### src/rtl/io_uart_tx.sv
// io_uart_tx: IO-mapped 8N1 serial transmitter.
// CPU writes to BASE queue bytes in a small circular FIFO. A sequencer shifts
// each byte out LSB first on TXD. Status at BASE+1 reports {ovf, full, busy}.
module io_uart_tx #(
  parameter logic [7:0] BASE       = 8'hF8,
  parameter int         CLK_DIV    = 434,
  parameter int         DEPTH_LOG2 = 2
) (
  input  logic       Clock,
  input  logic       Reset,
  input  logic [7:0] addr,
  input  logic       WE,
  input  logic       RE,
  input  logic [7:0] Din,
  output logic [7:0] Dout,
  output logic       TXD,
  output logic       busy
);

  localparam int               PTR_W     = DEPTH_LOG2;
  localparam int               CNT_W     = DEPTH_LOG2 + 1;
  localparam int               DEPTH     = 1 << DEPTH_LOG2;
  localparam logic [CNT_W-1:0] DEPTH_CNT = CNT_W'(DEPTH);
  localparam logic [CNT_W-1:0] CNT_ZERO  = {CNT_W{1'b0}};
  localparam logic [7:0]       STAT_ADDR = BASE + 8'd1;
  localparam logic [15:0]      BAUD_LAST = 16'(CLK_DIV - 1);

  typedef enum logic [1:0] {
    ST_IDLE  = 2'd0,
    ST_START = 2'd1,
    ST_DATA  = 2'd2,
    ST_STOP  = 2'd3
  } state_e;

  state_e           state_q, state_d;
  logic [15:0]      baud_q, baud_d;
  logic [2:0]       bit_idx_q, bit_idx_d;
  logic [7:0]       shift_q, shift_d;
  logic             txd_q, txd_d;
  logic [PTR_W-1:0] wr_ptr_q, wr_ptr_d;
  logic [PTR_W-1:0] rd_ptr_q, rd_ptr_d;
  logic [CNT_W-1:0] count_q, count_d;
  logic             ovf_q, ovf_d;
  logic [7:0]       mem_q [DEPTH];

  logic push_req_s;
  logic push_acc_s;
  logic drop_s;
  logic stat_rd_s;
  logic pop_s;
  logic full_s;
  logic nonempty_s;
  logic baud_end_s;

  // Decode bus strobes and derive FIFO occupancy flags from the current count.
  always_comb begin
    push_req_s = WE && (addr == BASE);
    stat_rd_s  = RE && (addr == STAT_ADDR);
    full_s     = (count_q == DEPTH_CNT);
    nonempty_s = (count_q != CNT_ZERO);
    push_acc_s = push_req_s && !full_s;
    drop_s     = push_req_s && full_s;
    baud_end_s = (baud_q == BAUD_LAST);
  end

  // Transmit sequencer: next state, baud counter, shift register and pops.
  always_comb begin
    state_d   = state_q;
    baud_d    = baud_q + 16'd1;
    bit_idx_d = bit_idx_q;
    shift_d   = shift_q;
    pop_s     = 1'b0;
    case (state_q)
      ST_IDLE: begin
        baud_d = 16'd0;
        if (nonempty_s) begin
          pop_s     = 1'b1;
          shift_d   = mem_q[rd_ptr_q];
          bit_idx_d = 3'd0;
          state_d   = ST_START;
        end else begin
          state_d = ST_IDLE;
        end
      end
      ST_START: begin
        if (baud_end_s) begin
          baud_d  = 16'd0;
          state_d = ST_DATA;
        end else begin
          state_d = ST_START;
        end
      end
      ST_DATA: begin
        if (baud_end_s) begin
          baud_d    = 16'd0;
          shift_d   = {1'b0, shift_q[7:1]};
          bit_idx_d = bit_idx_q + 3'd1;
          if (bit_idx_q == 3'd7) begin
            state_d = ST_STOP;
          end else begin
            state_d = ST_DATA;
          end
        end else begin
          state_d = ST_DATA;
        end
      end
      ST_STOP: begin
        if (baud_end_s) begin
          baud_d = 16'd0;
          // A queued byte starts immediately so frames run with no idle gap.
          if (nonempty_s) begin
            pop_s     = 1'b1;
            shift_d   = mem_q[rd_ptr_q];
            bit_idx_d = 3'd0;
            state_d   = ST_START;
          end else begin
            state_d = ST_IDLE;
          end
        end else begin
          state_d = ST_STOP;
        end
      end
      default: begin
        baud_d  = 16'd0;
        state_d = ST_IDLE;
      end
    endcase
  end

  // Line level for the coming cycle, taken from the next state so TXD is a pure flop.
  always_comb begin
    case (state_d)
      ST_START: txd_d = 1'b0;
      ST_DATA:  txd_d = shift_d[0];
      ST_STOP:  txd_d = 1'b1;
      ST_IDLE:  txd_d = 1'b1;
      default:  txd_d = 1'b1;
    endcase
  end

  // FIFO pointer/count bookkeeping and the sticky overflow flag.
  always_comb begin
    if (push_acc_s) begin
      wr_ptr_d = wr_ptr_q + PTR_W'(1);
    end else begin
      wr_ptr_d = wr_ptr_q;
    end
    if (pop_s) begin
      rd_ptr_d = rd_ptr_q + PTR_W'(1);
    end else begin
      rd_ptr_d = rd_ptr_q;
    end
    case ({push_acc_s, pop_s})
      2'b10:   count_d = count_q + CNT_W'(1);
      2'b01:   count_d = count_q - CNT_W'(1);
      default: count_d = count_q;
    endcase
    // A drop wins over a same-cycle status read so the event is never lost.
    if (drop_s) begin
      ovf_d = 1'b1;
    end else if (stat_rd_s) begin
      ovf_d = 1'b0;
    end else begin
      ovf_d = ovf_q;
    end
  end

  // Register all control state; reset truncates any frame and idles the line.
  always_ff @(posedge Clock) begin
    if (Reset) begin
      state_q   <= ST_IDLE;
      baud_q    <= 16'd0;
      bit_idx_q <= 3'd0;
      shift_q   <= 8'h00;
      txd_q     <= 1'b1;
      wr_ptr_q  <= {PTR_W{1'b0}};
      rd_ptr_q  <= {PTR_W{1'b0}};
      count_q   <= CNT_ZERO;
      ovf_q     <= 1'b0;
    end else begin
      state_q   <= state_d;
      baud_q    <= baud_d;
      bit_idx_q <= bit_idx_d;
      shift_q   <= shift_d;
      txd_q     <= txd_d;
      wr_ptr_q  <= wr_ptr_d;
      rd_ptr_q  <= rd_ptr_d;
      count_q   <= count_d;
      ovf_q     <= ovf_d;
    end
  end

  // FIFO storage: written only on accepted pushes; contents need no reset.
  always_ff @(posedge Clock) begin
    if (push_acc_s && !Reset) begin
      mem_q[wr_ptr_q] <= Din;
    end else begin
      mem_q[wr_ptr_q] <= mem_q[wr_ptr_q];
    end
  end

  // Outputs: busy and the status read are decoded from registered state.
  always_comb begin
    TXD  = txd_q;
    busy = (state_q != ST_IDLE) || nonempty_s;
    if (stat_rd_s) begin
      Dout = {5'b00000, ovf_q, full_s, busy};
    end else begin
      Dout = 8'h00;
    end
  end

endmodule
### config.mk
export PLATFORM = sky130hd
export DESIGN_NAME = io_uart_tx
export DESIGN_NICKNAME = d
export VERILOG_FILES = /design/src/rtl/io_uart_tx.sv
export SDC_FILE = /design/constraint.sdc
export NUM_CORES = 1
export LEC_CHECK = 0
export CORE_AREA = 2 2 95 97
export DETAILED_ROUTE_END_ITERATION = 7
export DIE_AREA = 0 0 97 99
export SETUP_SLACK_MARGIN = 0.5
export SLEW_MARGIN = 20
export SYNTH_ARGS = -nofsm -noshare
export SYNTH_HDL_FRONTEND = slang
export SYNTH_SLANG_ARGS = --single-unit
### constraint.sdc
create_clock -name Clock -period 2.55 [get_ports Clock]
set_input_delay 0.255 -clock Clock [delete_from_list [all_inputs] [get_ports Clock]]
set_output_delay 0.255 -clock Clock [all_outputs]
set_load 0.01 [all_outputs]
## After elaboration in Yosys (flattened, before gate mapping)

Memories as Yosys holds them, arrays and structs flattened. A register that Yosys moved wholly into a read port is not among the register bits.
Cells that the tools add are included.

- Bits in registers: 38
- Memory bits (writable): 32
- Input port bits: 20
- Output and inout bits: 10
- Logic and storage cells: 83
- Memories kept: 1

- $add $sub $neg: 6
- Eq/ne operators: 16
- Muxes and demuxes: 30
- Bitwise logic cells: 1
- Reduce and logical (&&, ||, !) cells: 19

Memory list:

| name | depth | bits a word | rd ports | clocked after memory_dff | wr ports | line | source |
|---|---|---|---|---|---|---|---|
| mem_q | 4 | 8 | 1 | 1 | 1 | 44 | `logic [7:0] mem_q [DEPTH];` |

Operator list:

| cell | count |
|---|---|
| 8-bit two-way mux | 4 |
| 16-bit one-hot mux with 2 select lines | 1 |
| 8-bit one-hot mux with 3 select lines | 1 |
| 16-bit by 1-bit adder with 16-bit output (second input constant) | 1 |
| 16-bit by 9-bit == test with 1-bit output (second input constant) | 1 |
| 8-bit == test (second input constant) | 2 |
| 16-bit two-way mux | 1 |
| 3-bit two-way mux | 4 |
| 2-bit == test (second input constant) | 5 |
| 2-bit two-way mux | 5 |
| 1-bit two-way mux | 9 |
| 3-bit one-hot mux with 3 select lines | 1 |
| 2-bit one-hot mux with 4 select lines | 1 |
| 3-bit by 1-bit adder with 3-bit output (second input constant) | 2 |
| 2-bit by 1-bit == test with 1-bit output (second input constant) | 3 |
| 3-bit == test (second input constant) | 2 |
| 3-bit one-hot mux with 2 select lines | 1 |
| 2-bit nonzero test | 3 |
| 3-bit nonzero test | 2 |
| 1-bit logical AND | 5 |
| 2-bit by 1-bit adder with 2-bit output (second input constant) | 2 |
| 2-bit logical NOT | 2 |
| 2-bit inequality test (second input constant) | 2 |
| 1-bit one-hot mux with 3 select lines | 1 |
| 10 further kinds | 11 |

## Longest topological paths before layout

- Depth after elaboration: 7
- Depth in mapped cells: 12
- Gate-level depth less buffers: 12

## Least setup slack after synthesis

No wires, ideal clock.

- Path type: reg2reg
- From: register baud_q[0]
- To: register count_q[2]
- Arrival time: 2.385 ns
- Required time: 2.479 ns
- Setup slack: 0.095 ns
- Cell stages (with the launch flop): 12
- Path buffers: 0
- Clock period less this slack: 2.455 ns
- Cell sequence: dfxtp_1 ha_1 nor4b_4 and4_2 o21ai_0 inv_1 ha_1 inv_1 fa_1 xor2_1 or3_1 a21oi_1

- Word-level cells in the longest chain between the ends: 5

RTL lines:

| item | line | source |
|---|---|---|
| start: declaration | 36 | `logic [15:0] baud_q, baud_d;` |
| start signal: assignment | 182 | `baud_q <= baud_d;` |
| 16-bit by 9-bit == test with 1-bit output (*) | 63 | `baud_end_s = (baud_q == BAUD_LAST);` |
| 1-bit two-way mux (*) | 108 | `if (baud_end_s) begin` |
| 1-bit one-hot mux with 2 select lines (*) | 73 | `case (state_q)` |
| named net pop_s | 50 | `logic pop_s;` |
| 2-bit by 1-bit == test with 1-bit output or 2-bit == test (tied branches) | 153 | `case ({push_acc_s, pop_s})` |
| 3-bit one-hot mux with 2 select lines or 2-bit nonzero test (tied branches) | -- |  |
| end signal: assignment | 188 | `count_q <= count_d;` |
| end: declaration | 42 | `logic [CNT_W-1:0] count_q, count_d;` |

Mark *: on every way through the listed nets, which the timed path passes. The rest lies on a longest branch.
A chain may end at the register's enable or synchronous reset.

## Final worst setup path

- From: register baud_q[1]
- To: register count_q[2]

Same word-level chain as after synthesis.

==> run metrics <==
Overall Global Routing Usage=approximately 14%; Finished Layout Cells=roughly 450; initial core utilization=between 30% and 40%; area leader, netlist=edfxtp_1; Synth top area share=28.9%; P_leak=1.50 nW; worst vdd ir=0.365 mV; Cells after DPL=around 420; CP Cell Sequence=inv_2, ha_4, nor4b_4, and4_4, o21ai_4, inv_2, ha_4, inv_2, fa_2, xor2_2, or3_4, a21oi_2; WL/cell=between 10 and 15 um; critical path peak fanout=2; clock sinks=approximately 70; DRT Pass-1 Iters=4; Period minus WS final=around 2.3 ns; Seq/Total Area, Yosys=between 50% and 60%; Cells after Synth=281; synthesized area=roughly 3300 sq um; kind of start point of the critical path=flip-flop; dominant cell by count in the synthesized netlist=nor2_1; critical path required time=roughly 2.8 ns; Row Count=34; floorplan die height=99 um; final hold vios=0; initial antenna violation count=0; Fin Clk Skew=about 0.01 ns; Max-slew headroom=38.9%; grt total ovfl=0; FMAX=433 MHz; syn_area_per_cell=approximately 12 sq um; Hold-fix buffers, CTS=0; top_reg_cell synth=dfxtp_1; global-route wire length before repair=10,600 um; I/O pin cnt=30; Synth area leaders=edfxtp_1 (29%), dfxtp_1 (24%), ha_1 (6.4%); kind of end point of the critical path=flip-flop; DR vias=~2,200; full die area=between 9000 and 10,000 sq um; n_diodes=0; most frequent CP cell=inv_2; Total Nets Final=376; later-pin clock latency in the skew report=about 0.35 ns; power per cell area=623 nW/um^2; Comb pwr share=20.0%; Clk Tree Root Cell=clkbuf_8; Yosys warnings=0; internal power=approximately 1.9 mW; Tcrit/Tclk final=90.7%; Slew @ Worst Pin=0.909 ns; Num CTS Buffers=9; Core Area=roughly 8600 sq um; RSZ-0062 raised after global routing=yes; Yosys reg bits=slightly above 70; CTS H-Tree Depth=3; Post-synth EDFFs=32; Netlist cell types=48; Pins Over Slew Limit=0; share of layout cells above drive strength 1=between 30% and 40%; Post-DP HPWL=between 4000 and 5000 um; slowest cell delay on critical path=roughly 0.35 ns; most instantiated cells after synthesis=nor2_1 (41), dfxtp_1 (40), edfxtp_1 (32), ha_1 (17), inv_1 (16); Clock transition at path regs=around 0.09 ns; Final Setup Violations=0; status=finished, final reports clean; critical path type=reg2reg; die width=slightly below 100 um; I/O Buffers=24; Crit-path slowest cell=fa_2; Starting DRT DRC Count=~110; drt drc=0; largest net degree at the start of global routing=17; Hold Path Class=reg2reg; NetSw=between 0.7 and 0.8 mW; Sw Share=between 20% and 30%; CTS tree=yes; Final ANT Viol Nets=0; CP Data Arrival Time=between 2 and 3 ns; vias in the first global route=2,205; Power, Total=2.67 mW; max cap viols=0; synthesis-to-finish area growth=28.9%; WL final=6280 um; Clk pwr share=between 30% and 40%; sequential share of power=between 40% and 50%; routability congestion estimate=slightly below 0.8; FFs w/ async S/R, synth=0%; DR vias/cell=between 4 and 5; fill cell count=762; clk buf depth=2
## flip-flops by register name (all words and copies together), names as in the netlist, named ones only
register and cells:
mem_q 32, rd_ptr_q 2, ovf_q 1, count_q 3
wr_ptr_q 2, bit_idx_q 3, baud_q 16, TXD 1
shift_q 8, state_q 2
## critical path: cells and delay by family (launching register included)
family                   cells  cell delay, ns
AO/OA/AOI/OAI                2            0.17
XOR/XNOR                     1            0.16
adder cells (fa/ha/maj)      3            0.59
buffers and inverters        3            0.17
flip-flops                   1            0.33
AND/OR/NAND/NOR              3            0.82
## metal layers
layer,GRT usage [%],wire (um)
met4,3.90,50
met2,22.0,3090
met5,0,0
met3,4.68,213
met1,18.1,2930
## kinds of logic after synthesis
| group | after synthesis | synth area share [%] |
|---|---|---|
| AOI/OAI and AO/OA | 34 | 8.18 |
| xor gates and xnor gates | 19 | 5.01 |
| adders and majority gates | 18 | 7.01 |
| buffers and inverters | 30 | 4.37 |
| DFF | 72 | 53.1 |
| muxes | 11 | 6.33 |
| other | 1 | 0.113 |
| and+or+nand+nor | 96 | 15.9 |
## cell usage in the layout (no fill, tap or decap), types with 5 or more instances in the layout
cell type,n
mux4_2,8
o21ai_0,5
dfxtp_1,35
buf_4,28
ha_1,13
nand2_1,11
xnor2_1,7
xor2_1,11
clkbuf_8,9
nor4b_1,6
clkdlybuf4s50_1,19
nor2_1,36
a221o_1,6
conb_1,5
edfxtp_1,32
inv_1,12
nand3_1,5
## worst paths after layout
check | from | end | slack [ns] | cells after the start
hold reg to reg | shift_q[4]$_SDFFE_PP0P_ | shift_q[3]$_SDFFE_PP0P_ | 0.49 | 1
setup reg to reg | baud_q[1]$_SDFF_PP0_ | count_q[2]$_SDFFE_PP0P_ | 0.24 | 12
setup / recovery | baud_q[1]$_SDFF_PP0_ | count_q[2]$_SDFFE_PP0P_ | 0.24 | 12
hold / removal | shift_q[4]$_SDFFE_PP0P_ | shift_q[3]$_SDFFE_PP0P_ | 0.49 | 1
## power by group through the flow
stage	sequential (mW)	clock, mW	combinational, mW
floorplan	1.30	0	0.299
global placement	1.31	0	0.415
detailed placement	1.31	0	0.423
CTS	1.29	0.872	0.496
global route	1.30	0.922	0.597
finish	1.29	0.843	0.534
## final cells by class
cell class	count	area, sq um	area share [%]
clock buffer	9	124	2.89
clock inverter	7	60.1	1.40
inverter	16	60.1	1.40
multi-input combinational	183	1610	37.7
sequential	72	1770	41.4
tap	108	135	3.16
timing repair buffer	56	517	12.1
## repair_timing
| item | 4_1_cts | 5_1_grt |
|---|---|---|
| resized for setup | 39 | 14 |
| pin swaps | 10 | 7 |
| endpoints found under the hold margin | 0 | 0 |
| buffers inserted | 12 | 5 |
| setup endpoints to repair | 44 | 46 |
## per-stage QoR
step | cell area (sq um) | setup WS [ns] | util (%) | setup TNS, ns | hold slack, ns
global placement | 3810 | -0.0720 | 44.6 | -1.43 | 0.449
finish | 4280 | 0.238 | 50.1 | 0 | 0.490
CTS | 4200 | 0.214 | 49.2 | 0 | 0.491
global route | 4280 | 0.108 | 50.1 | 0 | 0.517
detailed placement | 3810 | -0.149 | 44.6 | -2.28 | 0.448
floorplan | 3360 | 0.262 | - | 0 | 0.354
Power figures use the tool's default switching activity.
